<file path="src/rtl/ps2_rx_fifo.sv">
// PS/2 device-to-host receiver with a scancode FIFO.
// Synchronises and deglitches the PS/2 pins, deframes 11-bit frames
// (start, 8 data LSB-first, odd parity, stop) and queues accepted bytes.
// Optional build macro: PS2_KB_PREFIX_EN folds E0/F0 prefixes into the
// flags of the following entry (keyboard mode); undefined = mouse mode.
module ps2_rx_fifo #(
  parameter int unsigned DEGLITCH     = 8,
  parameter int unsigned TIMEOUT_BITS = 16,
  parameter int unsigned FIFO_DEPTH   = 8,
  parameter int unsigned CW           = 4
) (
  input  logic          clk,
  input  logic          rst,
  input  logic          enable_rcv,
  input  logic          ps2clk_ext,
  input  logic          ps2data_ext,
  input  logic          rd_en,
  input  logic          clear_errors,
  output logic [7:0]    dout,
  output logic          dout_extended,
  output logic          dout_released,
  output logic          empty,
  output logic          full,
  output logic [CW-1:0] count,
  output logic          parity_err,
  output logic          frame_err,
  output logic          overflow
);

  localparam int unsigned AW = $clog2(FIFO_DEPTH);

  typedef enum logic [1:0] {S_IDLE, S_DATA, S_PARITY, S_STOP} state_e;

  state_e                  state_q, state_d;
  logic                    clk_meta_q, clk_sync_q, dat_meta_q, dat_sync_q;
  logic [2*DEGLITCH-1:0]   dg_q;
  logic [2:0]              bitcnt_q;
  logic [7:0]              shreg_q;
  logic                    par_q;
  logic [TIMEOUT_BITS-1:0] tmo_q;
  logic                    perr_q, ferr_q;

  logic edge_w, step_w, timeout_hit_w;
  logic shift_en, par_en, stop_chk, parity_bad, frame_bad;
  logic accept_w, perr_w, ferr_w;

  // 2-FF synchronisers and the deglitch history of the PS/2 clock
  always_ff @(posedge clk) begin
    if (rst) begin
      clk_meta_q <= 1'b0;
      clk_sync_q <= 1'b0;
      dat_meta_q <= 1'b0;
      dat_sync_q <= 1'b0;
      dg_q       <= '0;
    end else begin
      clk_meta_q <= ps2clk_ext;
      clk_sync_q <= clk_meta_q;
      dat_meta_q <= ps2data_ext;
      dat_sync_q <= dat_meta_q;
      dg_q       <= {dg_q[2*DEGLITCH-2:0], clk_sync_q};
    end
  end

  // Older half all high, newer half all low: a clean falling edge
  assign edge_w        = (dg_q[2*DEGLITCH-1:DEGLITCH] == '1) && (dg_q[DEGLITCH-1:0] == '0);
  assign step_w        = edge_w && enable_rcv;
  assign timeout_hit_w = (tmo_q == '1);

  // FSM state register
  always_ff @(posedge clk) begin
    if (rst) state_q <= S_IDLE;
    else     state_q <= state_d;
  end

  // FSM next-state logic
  always_comb begin
    state_d = state_q;
    if (!enable_rcv) begin
      state_d = S_IDLE;
    end else if (step_w) begin
      case (state_q)
        S_IDLE:   if (!dat_sync_q) state_d = S_DATA;
        S_DATA:   if (bitcnt_q == 3'd7) state_d = S_PARITY;
        S_PARITY: state_d = S_STOP;
        S_STOP:   state_d = S_IDLE;
        default:  state_d = S_IDLE;
      endcase
    end else if (timeout_hit_w) begin
      state_d = S_IDLE;
    end
  end

  // FSM outputs: datapath strobes and frame verdict
  always_comb begin
    shift_en   = step_w && (state_q == S_DATA);
    par_en     = step_w && (state_q == S_PARITY);
    stop_chk   = step_w && (state_q == S_STOP);
    parity_bad = ~(^shreg_q ^ par_q);
    frame_bad  = ~dat_sync_q;
    accept_w   = stop_chk && !parity_bad && !frame_bad;
    perr_w     = stop_chk && parity_bad;
    ferr_w     = stop_chk && !parity_bad && frame_bad;
  end

  // Bit deframing datapath, inactivity counter and error pulses
  always_ff @(posedge clk) begin
    if (rst) begin
      bitcnt_q <= '0;
      shreg_q  <= '0;
      par_q    <= 1'b0;
      tmo_q    <= '0;
      perr_q   <= 1'b0;
      ferr_q   <= 1'b0;
    end else begin
      if (step_w && state_q == S_IDLE) bitcnt_q <= '0;
      else if (shift_en)               bitcnt_q <= bitcnt_q + 3'd1;
      if (shift_en) shreg_q <= {dat_sync_q, shreg_q[7:1]};
      if (par_en)   par_q   <= dat_sync_q;
      if (step_w || state_q == S_IDLE || timeout_hit_w || !enable_rcv) tmo_q <= '0;
      else tmo_q <= tmo_q + TIMEOUT_BITS'(1);
      perr_q <= perr_w;
      ferr_q <= ferr_w;
    end
  end

  assign parity_err = perr_q;
  assign frame_err  = ferr_q;

  logic       wr_req_w;
  logic [9:0] entry_w;

`ifdef PS2_KB_PREFIX_EN
  logic pend_ext_q, pend_rel_q;
  logic is_e0_w, is_f0_w, abort_w;

  assign is_e0_w  = (shreg_q == 8'hE0);
  assign is_f0_w  = (shreg_q == 8'hF0);
  assign wr_req_w = accept_w && !is_e0_w && !is_f0_w;
  assign abort_w  = perr_w || ferr_w || (timeout_hit_w && !step_w);
  assign entry_w  = {pend_rel_q, pend_ext_q, shreg_q};

  // Prefix flags wait for the next real scancode, dropped on any abort
  always_ff @(posedge clk) begin
    if (rst) begin
      pend_ext_q <= 1'b0;
      pend_rel_q <= 1'b0;
    end else if (accept_w && is_e0_w) begin
      pend_ext_q <= 1'b1;
    end else if (accept_w && is_f0_w) begin
      pend_rel_q <= 1'b1;
    end else if (wr_req_w || abort_w) begin
      pend_ext_q <= 1'b0;
      pend_rel_q <= 1'b0;
    end
  end
`else
  assign wr_req_w = accept_w;
  assign entry_w  = {2'b00, shreg_q};
`endif

  logic [9:0]    mem_q [FIFO_DEPTH];
  logic [AW-1:0] wr_ptr_q, rd_ptr_q;
  logic [CW-1:0] count_q;
  logic          ovf_q;
  logic          empty_w, full_w, pop_w, wr_do_w, ovf_set_w;
  logic [9:0]    head_w;

  assign empty_w   = (count_q == '0);
  assign full_w    = (count_q == CW'(FIFO_DEPTH));
  assign pop_w     = rd_en && !empty_w;
  // A pop in the same cycle frees the slot, so a full FIFO still accepts
  assign wr_do_w   = wr_req_w && (!full_w || pop_w);
  assign ovf_set_w = wr_req_w && full_w && !pop_w;

  // FIFO storage
  always_ff @(posedge clk) begin
    if (wr_do_w) mem_q[wr_ptr_q] <= entry_w;
  end

  // FIFO pointers, occupancy and sticky overflow
  always_ff @(posedge clk) begin
    if (rst) begin
      wr_ptr_q <= '0;
      rd_ptr_q <= '0;
      count_q  <= '0;
      ovf_q    <= 1'b0;
    end else begin
      if (wr_do_w) wr_ptr_q <= wr_ptr_q + AW'(1);
      if (pop_w)   rd_ptr_q <= rd_ptr_q + AW'(1);
      if (wr_do_w && !pop_w)      count_q <= count_q + CW'(1);
      else if (pop_w && !wr_do_w) count_q <= count_q - CW'(1);
      if (ovf_set_w)         ovf_q <= 1'b1;
      else if (clear_errors) ovf_q <= 1'b0;
    end
  end

  assign head_w        = mem_q[rd_ptr_q];
  assign dout          = empty_w ? 8'h00 : head_w[7:0];
  assign dout_extended = !empty_w && head_w[8];
  assign dout_released = !empty_w && head_w[9];
  assign empty         = empty_w;
  assign full          = full_w;
  assign count         = count_q;
  assign overflow      = ovf_q;

endmodule

</file>
<file path="config.mk">
export PLATFORM = sky130hd
export DESIGN_NAME = ps2_rx_fifo
export DESIGN_NICKNAME = d
export VERILOG_FILES = /design/src/rtl/ps2_rx_fifo.sv
export SDC_FILE = /design/constraint.sdc
export NUM_CORES = 1
export LEC_CHECK = 0
export BUFFER_PORTS_ARGS = -buffer_cell sky130_fd_sc_hd__buf_2
export CORE_MARGIN = 2
export CORE_UTILIZATION = 35
export DETAILED_ROUTE_END_ITERATION = 10
export SLEW_MARGIN = 20
export SYNTH_ARGS = -nofsm -noshare
export SYNTH_HDL_FRONTEND = slang
export SYNTH_SLANG_ARGS = --single-unit
</file>
<file path="constraint.sdc">
create_clock -name clk -period 6.4 [get_ports clk]
set_input_delay 0.64 -clock clk [delete_from_list [all_inputs] [get_ports clk]]
set_output_delay 0.64 -clock clk [all_outputs]
set_load 0.05 [all_outputs]
</file>
==> results of run 1 <==
## power by group through the flow
stage               Combinational [mW]  Clock [mW]  Sequential, mW
finish                           0.232       0.854           0.909
detailed placement               0.232           0           0.924
global placement                 0.226           0           0.923
global route                     0.253       0.908           0.912
CTS                              0.233       0.871           0.907
floorplan                        0.161           0           0.941
## synth_stat cells (2+ instances only)
cell type,n
sky130_fd_sc_hd__inv_1,9
sky130_fd_sc_hd__xnor2_1,12
sky130_fd_sc_hd__buf_2,4
sky130_fd_sc_hd__buf_4,2
sky130_fd_sc_hd__o21ai_0,10
sky130_fd_sc_hd__mux4_2,16
sky130_fd_sc_hd__nor3_1,7
sky130_fd_sc_hd__nor2b_1,21
sky130_fd_sc_hd__nand2b_1,5
sky130_fd_sc_hd__nand3_1,9
sky130_fd_sc_hd__and3_1,2
sky130_fd_sc_hd__mux2i_1,19
sky130_fd_sc_hd__buf_6,2
sky130_fd_sc_hd__dfxtp_1,66
sky130_fd_sc_hd__a21oi_1,13
sky130_fd_sc_hd__nor4_1,6
sky130_fd_sc_hd__buf_1,2
sky130_fd_sc_hd__nand3b_1,5
sky130_fd_sc_hd__nand4_1,10
sky130_fd_sc_hd__xor2_1,12
sky130_fd_sc_hd__nor2_1,51
sky130_fd_sc_hd__clkbuf_1,6
sky130_fd_sc_hd__edfxtp_1,64
sky130_fd_sc_hd__ha_1,13
sky130_fd_sc_hd__or3_1,3
sky130_fd_sc_hd__nand2_1,9
## worst paths after layout
check                  start         end  cells past startpoint
setup / recovery  shreg_q[2]    count[3]                     13
setup reg to reg  shreg_q[2]    count[3]                     13
hold / removal    clk_meta_q  clk_sync_q                      1
hold reg to reg   clk_meta_q  clk_sync_q                      1
## sequential cells by signal (all words and copies together), names as in the netlist, named ones only
register / flops
wr_ptr_q: 3
frame_err: 1
clk_sync_q: 1
dat_meta_q: 1
count: 4
overflow: 1
rd_ptr_q: 3
dg_q: 16
tmo_q: 16
par_q: 1
parity_err: 1
state_q: 2
bitcnt_q: 3
mem_q: 64
clk_meta_q: 1
dat_sync_q: 1
shreg_q: 8
## critical path: stages (launching register included)
cell and delay, ps:
sky130_fd_sc_hd__dfxtp_1 530, sky130_fd_sc_hd__xor2_1 180, sky130_fd_sc_hd__xnor3_2 470, sky130_fd_sc_hd__xor2_1 350, sky130_fd_sc_hd__nand3_1 290, sky130_fd_sc_hd__inv_1 120, sky130_fd_sc_hd__ha_1 190, sky130_fd_sc_hd__inv_1 90
sky130_fd_sc_hd__ha_1 290, sky130_fd_sc_hd__a21o_1 180, sky130_fd_sc_hd__a21oi_1 170, sky130_fd_sc_hd__xnor2_1 90, sky130_fd_sc_hd__or3_1 310, sky130_fd_sc_hd__a21oi_1 140
## layout make-up
type                       count  area, µm²
clock inverter                14       97.6
multi-input combinational    242       1890
tap                          184        230
sequential                   130       3240
fill                        1357       8470
clock buffer                  18        429
inverter                       9       33.8
timing repair buffer          26        138
## through the flow
step                      utilization, %  total power [mW]  hold WS (ps)  cells
after floorplan                        -              1.10           414    397
after global placement              38.0              1.15           430    591
after detailed placement            38.0              1.16           439    591
after CTS                           41.6              2.01           443    623
after global routing                41.7              2.07           475    623
final                               41.7              2.00           450    623
## kinds of logic after synthesis
| kind of cell | Yosys count | synth area share (%) |
|---|---|---|
| buf+inv | 25 | 2.33 |
| mux | 35 | 10.6 |
| fa+ha+maj | 14 | 3.50 |
| simple gates | 135 | 13.3 |
| xor+xnor | 25 | 4.49 |
| other cells | 1 | 0.0719 |
| compound gates | 31 | 3.53 |
| flops | 130 | 62.2 |
## per-layer routing
metal	share of wire [%]	GRT usage [%]	vias up
li1	-	-	1496
met5	0	0	-
met1	46	16.6	1492
met2	50	21.1	53
met3	3.1	3.57	6
met4	0.42	4.27	0
==> insert_results.sql, run 1 <==
INSERT INTO impl_metrics (metric_group, metric, value, unit) VALUES
('run_status', 'run_status', 'finished clean', ''),
('clock_tree', 'htree_depth', '4', ''),
('synthesis', 'yosys_warnings', '0', ''),
('place', 'routabilityCongestion', '0.720', ''),
('pwr', 'ir_worst_vdd', '162', 'µV'),
('setup_path', 'worst_ep_arrival_time', '3770', 'ps'),
('place', 'detailedPlace.worstSlack', '2970', 'ps'),
('routing', 'ant_nets', '0', ''),
('finish', 'number_of_nets_in_the_final_layout', '447', ''),
('global_route', 'vias_in_the_first_global_route', '3111', ''),
('place', 'place_area', '5530', 'µm²'),
('timing', 'final_period_demand_of_the_worst_path', '3450', 'ps'),
('pwr', 'seqPwrFrac', '45.6', '%'),
('timing', 'worst_pin_slew', '962', 'ps'),
('synthesis', 'synth.area.top_cells', 'sky130_fd_sc_hd__edfxtp_1 37%, sky130_fd_sc_hd__dfxtp_1 25%, sky130_fd_sc_hd__mux4_2 6.9%', ''),
('global_route', 'grt_antenna_before_repair', '0', ''),
('setup_path', 'worst-path-max-fanout', '11', ''),
('synthesis', 'synth.ff_latch_count', '130', ''),
('finish', 'antennaDiodeCount', '0', ''),
('global_route', 'grt_first_pass_wirelength', '15900', 'µm'),
('place', 'hpwlAfterDp', '6280', 'µm'),
('setup_path', 'reg2reg_setup_slack', '2950', 'ps'),
('pwr', 'swShare', '25.3', '%'),
('routing', 'routed-via-count', '3047', ''),
('clock_tree', 'post_cts_hold_buffer_count', '0', ''),
('synthesis', 'ys_seq_area_share', '62.2', '%'),
('finish', 'stdcell_area', '6060', 'µm²'),
('timing', 'final-setup-viol-count', '0', ''),
('timing', 'relSlewSlack', '35.6', '%'),
('timing', 'fmaxAchievable', '290', 'MHz'),
('die', 'design.die.area', '15900', 'µm²'),
('die', 'total_i_o_pin_count', '26', ''),
('die', 'core-area', '14500', 'µm²'),
('setup_path', 'crit_path_start_kind', 'register', ''),
('synthesis', 'asyncSetResetFlopFracSynth', '0', '%'),
('routing', 'drt_drc_violations_left', '0', ''),
('pwr', 'power_per_cell_area', '329', 'nW/µm²'),
('clock_tree', 'clock_path_buffers', '2', ''),
('clock_tree', 'total_clock_buffers_created_by_cts', '17', ''),
('synthesis', 'synth_largest_type_area_fraction', '36.9', '%'),
('setup_path', 'critical_path_required_time', '6720', 'ps'),
('run', 'cap_viol_max_count', '0', ''),
('setup_path', 'timing.setup.critical_path_class', 'reg2reg', ''),
('routing', 'viasPerCell', '4.89', ''),
('synthesis', 'yosysUniqueCellTypes', '44', ''),
('clock_tree', 'cts_root_buf', 'sky130_fd_sc_hd__clkbuf_16', ''),
('timing', 'fin_tns_setup', '0', 'ps'),
('die', 'initial_utilization', '35.9', '%'),
('routing', 'routedWlPerCell', '15.5', 'µm'),
('global_route', 'global_route.overflow_total', '0', ''),
('routing', 'drtIter0Drc', '200', ''),
('routing', 'finalWirelength', '9630', 'µm'),
('global_route', 'grt_max_degree', '48', ''),
('synthesis', 'synth_edf_count', '64', ''),
('finish', 'area_growth_syn_to_layout', '16.2', '%'),
('synthesis', 'post_synth_instance_area', '5220', 'µm²'),
('die', 'die_width', '126', 'µm'),
('clock_tree', 'cts.reportedPaths.clkPinSlew', '50', 'ps'),
('clock_tree', 'tritoncts', 'done', ''),
('synthesis', 'post_synth.cell_area_avg', '13.2', 'µm²'),
('setup_path', 'end_kind', 'register', ''),
('pwr', 'share_comb_of_total_power', '11.6', '%'),
('pwr', 'power.switching', '0.506', 'mW'),
('global_route', 'grt.total_usage', '12.9', '%'),
('pwr', 'power.static_leakage', '2.27', 'nW'),
('synthesis', 'synth_ff_type', 'sky130_fd_sc_hd__dfxtp_1', ''),
('die', 'die_h', '126', 'µm'),
('hold_path', 'hold_path.class', 'reg2reg', ''),
('pwr', 'power.share.clock', '42.8', '%'),
('finish', 'most_common_cell_after_layout_fill_and_taps_aside', 'sky130_fd_sc_hd__dfxtp_1', ''),
('finish', 'layout-drive-gt1-share', '18.2', '%');
No activity file was read; power rests on OpenSTA's default activity.
==> run 2, diff against run 1 <==
clock period = 2.8 ns   (was 6.4 ns; I/O delays follow)
==> insert_results.sql, run 2 (synthesized netlist as in run 1, its figures left out) <==
INSERT INTO impl_metrics (metric_group, metric, value, unit) VALUES
('run_status', 'run_status', 'finished clean', ''),
('hold_path', 'hold_path.class', 'in2reg', ''),
('routing', 'drtIter0Drc', '213', ''),
('timing', 'relSlewSlack', '60.9', '%'),
('finish', 'number_of_nets_in_the_final_layout', '477', ''),
('die', 'design.die.area', '15900', 'µm²'),
('place', 'port_buffers', '23', ''),
('finish', 'top_register', 'mem_q', ''),
('finish', 'fillers', '1337', ''),
('finish', 'most_common_cell_after_layout_fill_and_taps_aside', 'sky130_fd_sc_hd__edfxtp_1', ''),
('finish', 'seq_area', '3260', 'µm²'),
('routing', 'drt_drc_violations_left', '0', ''),
('clock_tree', 'cts_root_buf', 'sky130_fd_sc_hd__clkbuf_16', ''),
('clock_tree', 'clock_path_buffers', '2', ''),
('global_route', 'met1_track_demand_over_resource', '16.0', '%'),
('clock_tree', 'cts.reportedPaths.clkPinSlew', '60', 'ps'),
('global_route', 'grt_util_met2', '21.8', '%'),
('clock_tree', 'post_cts_hold_buffer_count', '0', ''),
('timing', 'share_of_the_clock_period_used_by_the_worst_path_after_layout', '95.3', '%'),
('clock_tree', 'clock_latency', '410', 'ps'),
('finish', 'antennaDiodeCount', '0', ''),
('setup_path', 'critical_path_required_time', '3130', 'ps'),
('global_route', 'global_route.overflow_total', '0', ''),
('setup_path', 'crit_path_start_kind', 'register', ''),
('setup_path', 'worst_path_most_repeated_cell', 'sky130_fd_sc_hd__ha_4', ''),
('clock_tree', 'htree_depth', '4', ''),
('routing', 'routedWlPerCell', '14.8', 'µm'),
('routing', 'ant_nets', '0', ''),
('timing', 'timing_max_transition_violations_final', '0', ''),
('die', 'die_width', '126', 'µm'),
('die', 'initial_utilization', '35.9', '%'),
('routing', 'viasPerCell', '4.78', ''),
('setup_path', 'timing.critical_path.slowest_cell_delay', '460', 'ps'),
('run', 'cap_viol_max_count', '0', ''),
('timing', 'grt_setup_unrepaired', 'true', ''),
('setup_path', 'worst_ep_arrival_time', '3000', 'ps'),
('pwr', 'power.static_leakage', '2.45', 'nW'),
('global_route', 'vias_in_the_first_global_route', '3223', ''),
('timing', 'fmaxAchievable', '375', 'MHz'),
('finish', 'multi_input_area', '1920', 'µm²'),
('clock_tree', 'tritoncts', 'done', ''),
('setup_path', 'worst-path-max-fanout', '3', ''),
('finish', 'area_growth_syn_to_layout', '23.2', '%'),
('finish', 'largest_register_ff_count', '64', ''),
('routing', 'routed-via-count', '3120', ''),
('timing', 'worst_pin_slew', '586', 'ps'),
('routing', 'finalWirelength', '9640', 'µm'),
('place', 'hpwlAfterDp', '6370', 'µm'),
('die', 'row_count', '44', ''),
('global_route', 'grt_first_pass_wirelength', '16100', 'µm'),
('finish', 'utilization_after_layout', '44.2', '%'),
('finish', 'layout.cells.most_common_list', '64 x sky130_fd_sc_hd__edfxtp_1, 56 x sky130_fd_sc_hd__dfxtp_1, 51 x sky130_fd_sc_hd__nor2_1, 33 x sky130_fd_sc_hd__buf_4, 23 x sky130_fd_sc_hd__buf_2', ''),
('finish', 'largestRegisters', 'mem_q (64), dg_q (16), tmo_q (16)', ''),
('setup_path', 'cell_type_of_the_slowest_stage_on_the_worst_timing_path', 'sky130_fd_sc_hd__xnor3_2', ''),
('setup_path', 'crit_chain', 'xnor2_1 -> xnor3_2 -> xor2_2 -> nand3_2 -> inv_2 -> ha_4 -> inv_4 -> ha_4 -> a21o_1 -> a21oi_2 -> xnor2_2 -> or3_1 -> a21oi_1', ''),
('timing', 'final.setup_skew', '14.5', 'ps'),
('timing', 'final-setup-viol-count', '0', ''),
('finish', 'layout-drive-gt1-share', '27.5', '%'),
('pwr', 'total_power', '4.90', 'mW'),
('setup_path', 'end_kind', 'register', ''),
('routing', 'drt_pre_antenna_iters', '4', ''),
('die', 'total_i_o_pin_count', '26', ''),
('die', 'die_h', '126', 'µm'),
('global_route', 'global_route.usage.met3', '3.95', '%'),
('global_route', 'grt.total_usage', '13.0', '%'),
('timing', 'final_period_demand_of_the_worst_path', '2670', 'ps'),
('pwr', 'ir_worst_vdd', '498', 'µV'),
('place', 'routabilityCongestion', '0.785', ''),
('clock_tree', 'total_clock_buffers_created_by_cts', '17', ''),
('global_route', 'grt_antenna_before_repair', '0', ''),
('global_route', 'grt_most_used_layer', 'met2', ''),
('setup_path', 'timing.setup.critical_path_class', 'reg2reg', ''),
('die', 'core-area', '14500', 'µm²'),
('timing', 'finalHoldViolations', '0', ''),
('clock_tree', 'clock_sink_count', '130', ''),
('pwr', 'power_per_cell_area', '763', 'nW/µm²'),
('global_route', 'grt_max_degree', '47', '');
[run 2: cell types whose count changed in the layout (fill, tap and decap cells not counted), moves of 3 or more]
cell,change
sky130_fd_sc_hd__dfxtp_1,-10
sky130_fd_sc_hd__nor3_1,+3
sky130_fd_sc_hd__nor3_2,-3
sky130_fd_sc_hd__dfxtp_2,+7
sky130_fd_sc_hd__clkinv_2,-8
sky130_fd_sc_hd__clkinv_4,+3
sky130_fd_sc_hd__clkinv_1,-3
sky130_fd_sc_hd__buf_4,+30
sky130_fd_sc_hd__inv_6,+3
sky130_fd_sc_hd__dfxtp_4,+3
[run 2: critical path: cells and delay by family, from the launching register on]
kind            cells  cell delay, ps
xor+xnor            4             880
buf+inv             2             140
fa+ha+maj           2             360
simple gates        2             460
flops               1             320
compound gates      3             430
[run 2: cell type report]
type / instances / share of cell area, %
Inverter: 9 / 0.565
Clock buffer: 18 / 6.68
Multi-Input combinational cell: 242 / 30.0
Clock inverter: 14 / 2.78
Tap cell: 184 / 3.58
Sequential cell: 130 / 50.8
Timing Repair Buffer: 56 / 5.65
[run 2: per-layer routing]
layer	vias to the layer above	routed length [µm]
li1	1557	-
met1	1517	4300
met2	42	4950
met3	4	339
met4	0	49
met5	-	0
[run 2: final timing paths]
| path | slack (ps) | end | from | cells past startpoint |
|---|---|---|---|---|
| setup / recovery | 130 | count[3] | shreg_q[4] | 13 |
| hold / removal | 90 | dat_meta_q | ps2data_ext | 2 |
| setup reg to reg | 130 | count[3] | shreg_q[4] | 13 |
| hold reg to reg | 430 | dg_q[0] | clk_sync_q | 1 |
[run 2: stage by stage]
stage	hold slack (ps)	area, µm²	setup WS [ps]	TNS, ps	cells
after floorplan	408	5260	0.886	0	397
after detailed placement	424	5760	1.22	0	619
after global routing	80.7	6420	-33.7	-33.7	653
final	91.6	6420	132	0	653
after global placement	428	5760	46.9	0	619
after CTS	67.2	6390	5.66	0	653
[run 2: where the power goes]
part / internal (mW) / total (mW) / switching (mW)
registers: 2.02 / 2.05 / 0.0213
logic: 0.246 / 0.631 / 0.385
clock network: 1.41 / 2.23 / 0.816
[run 2: repair_timing]
item | CTS | global route
hold endpoints to repair | 0 | 0
resized for setup | 2 | 7
pin swaps | 1 | 8
endpoints found under the setup margin | 1 | 1
setup buffers | 2 | 0
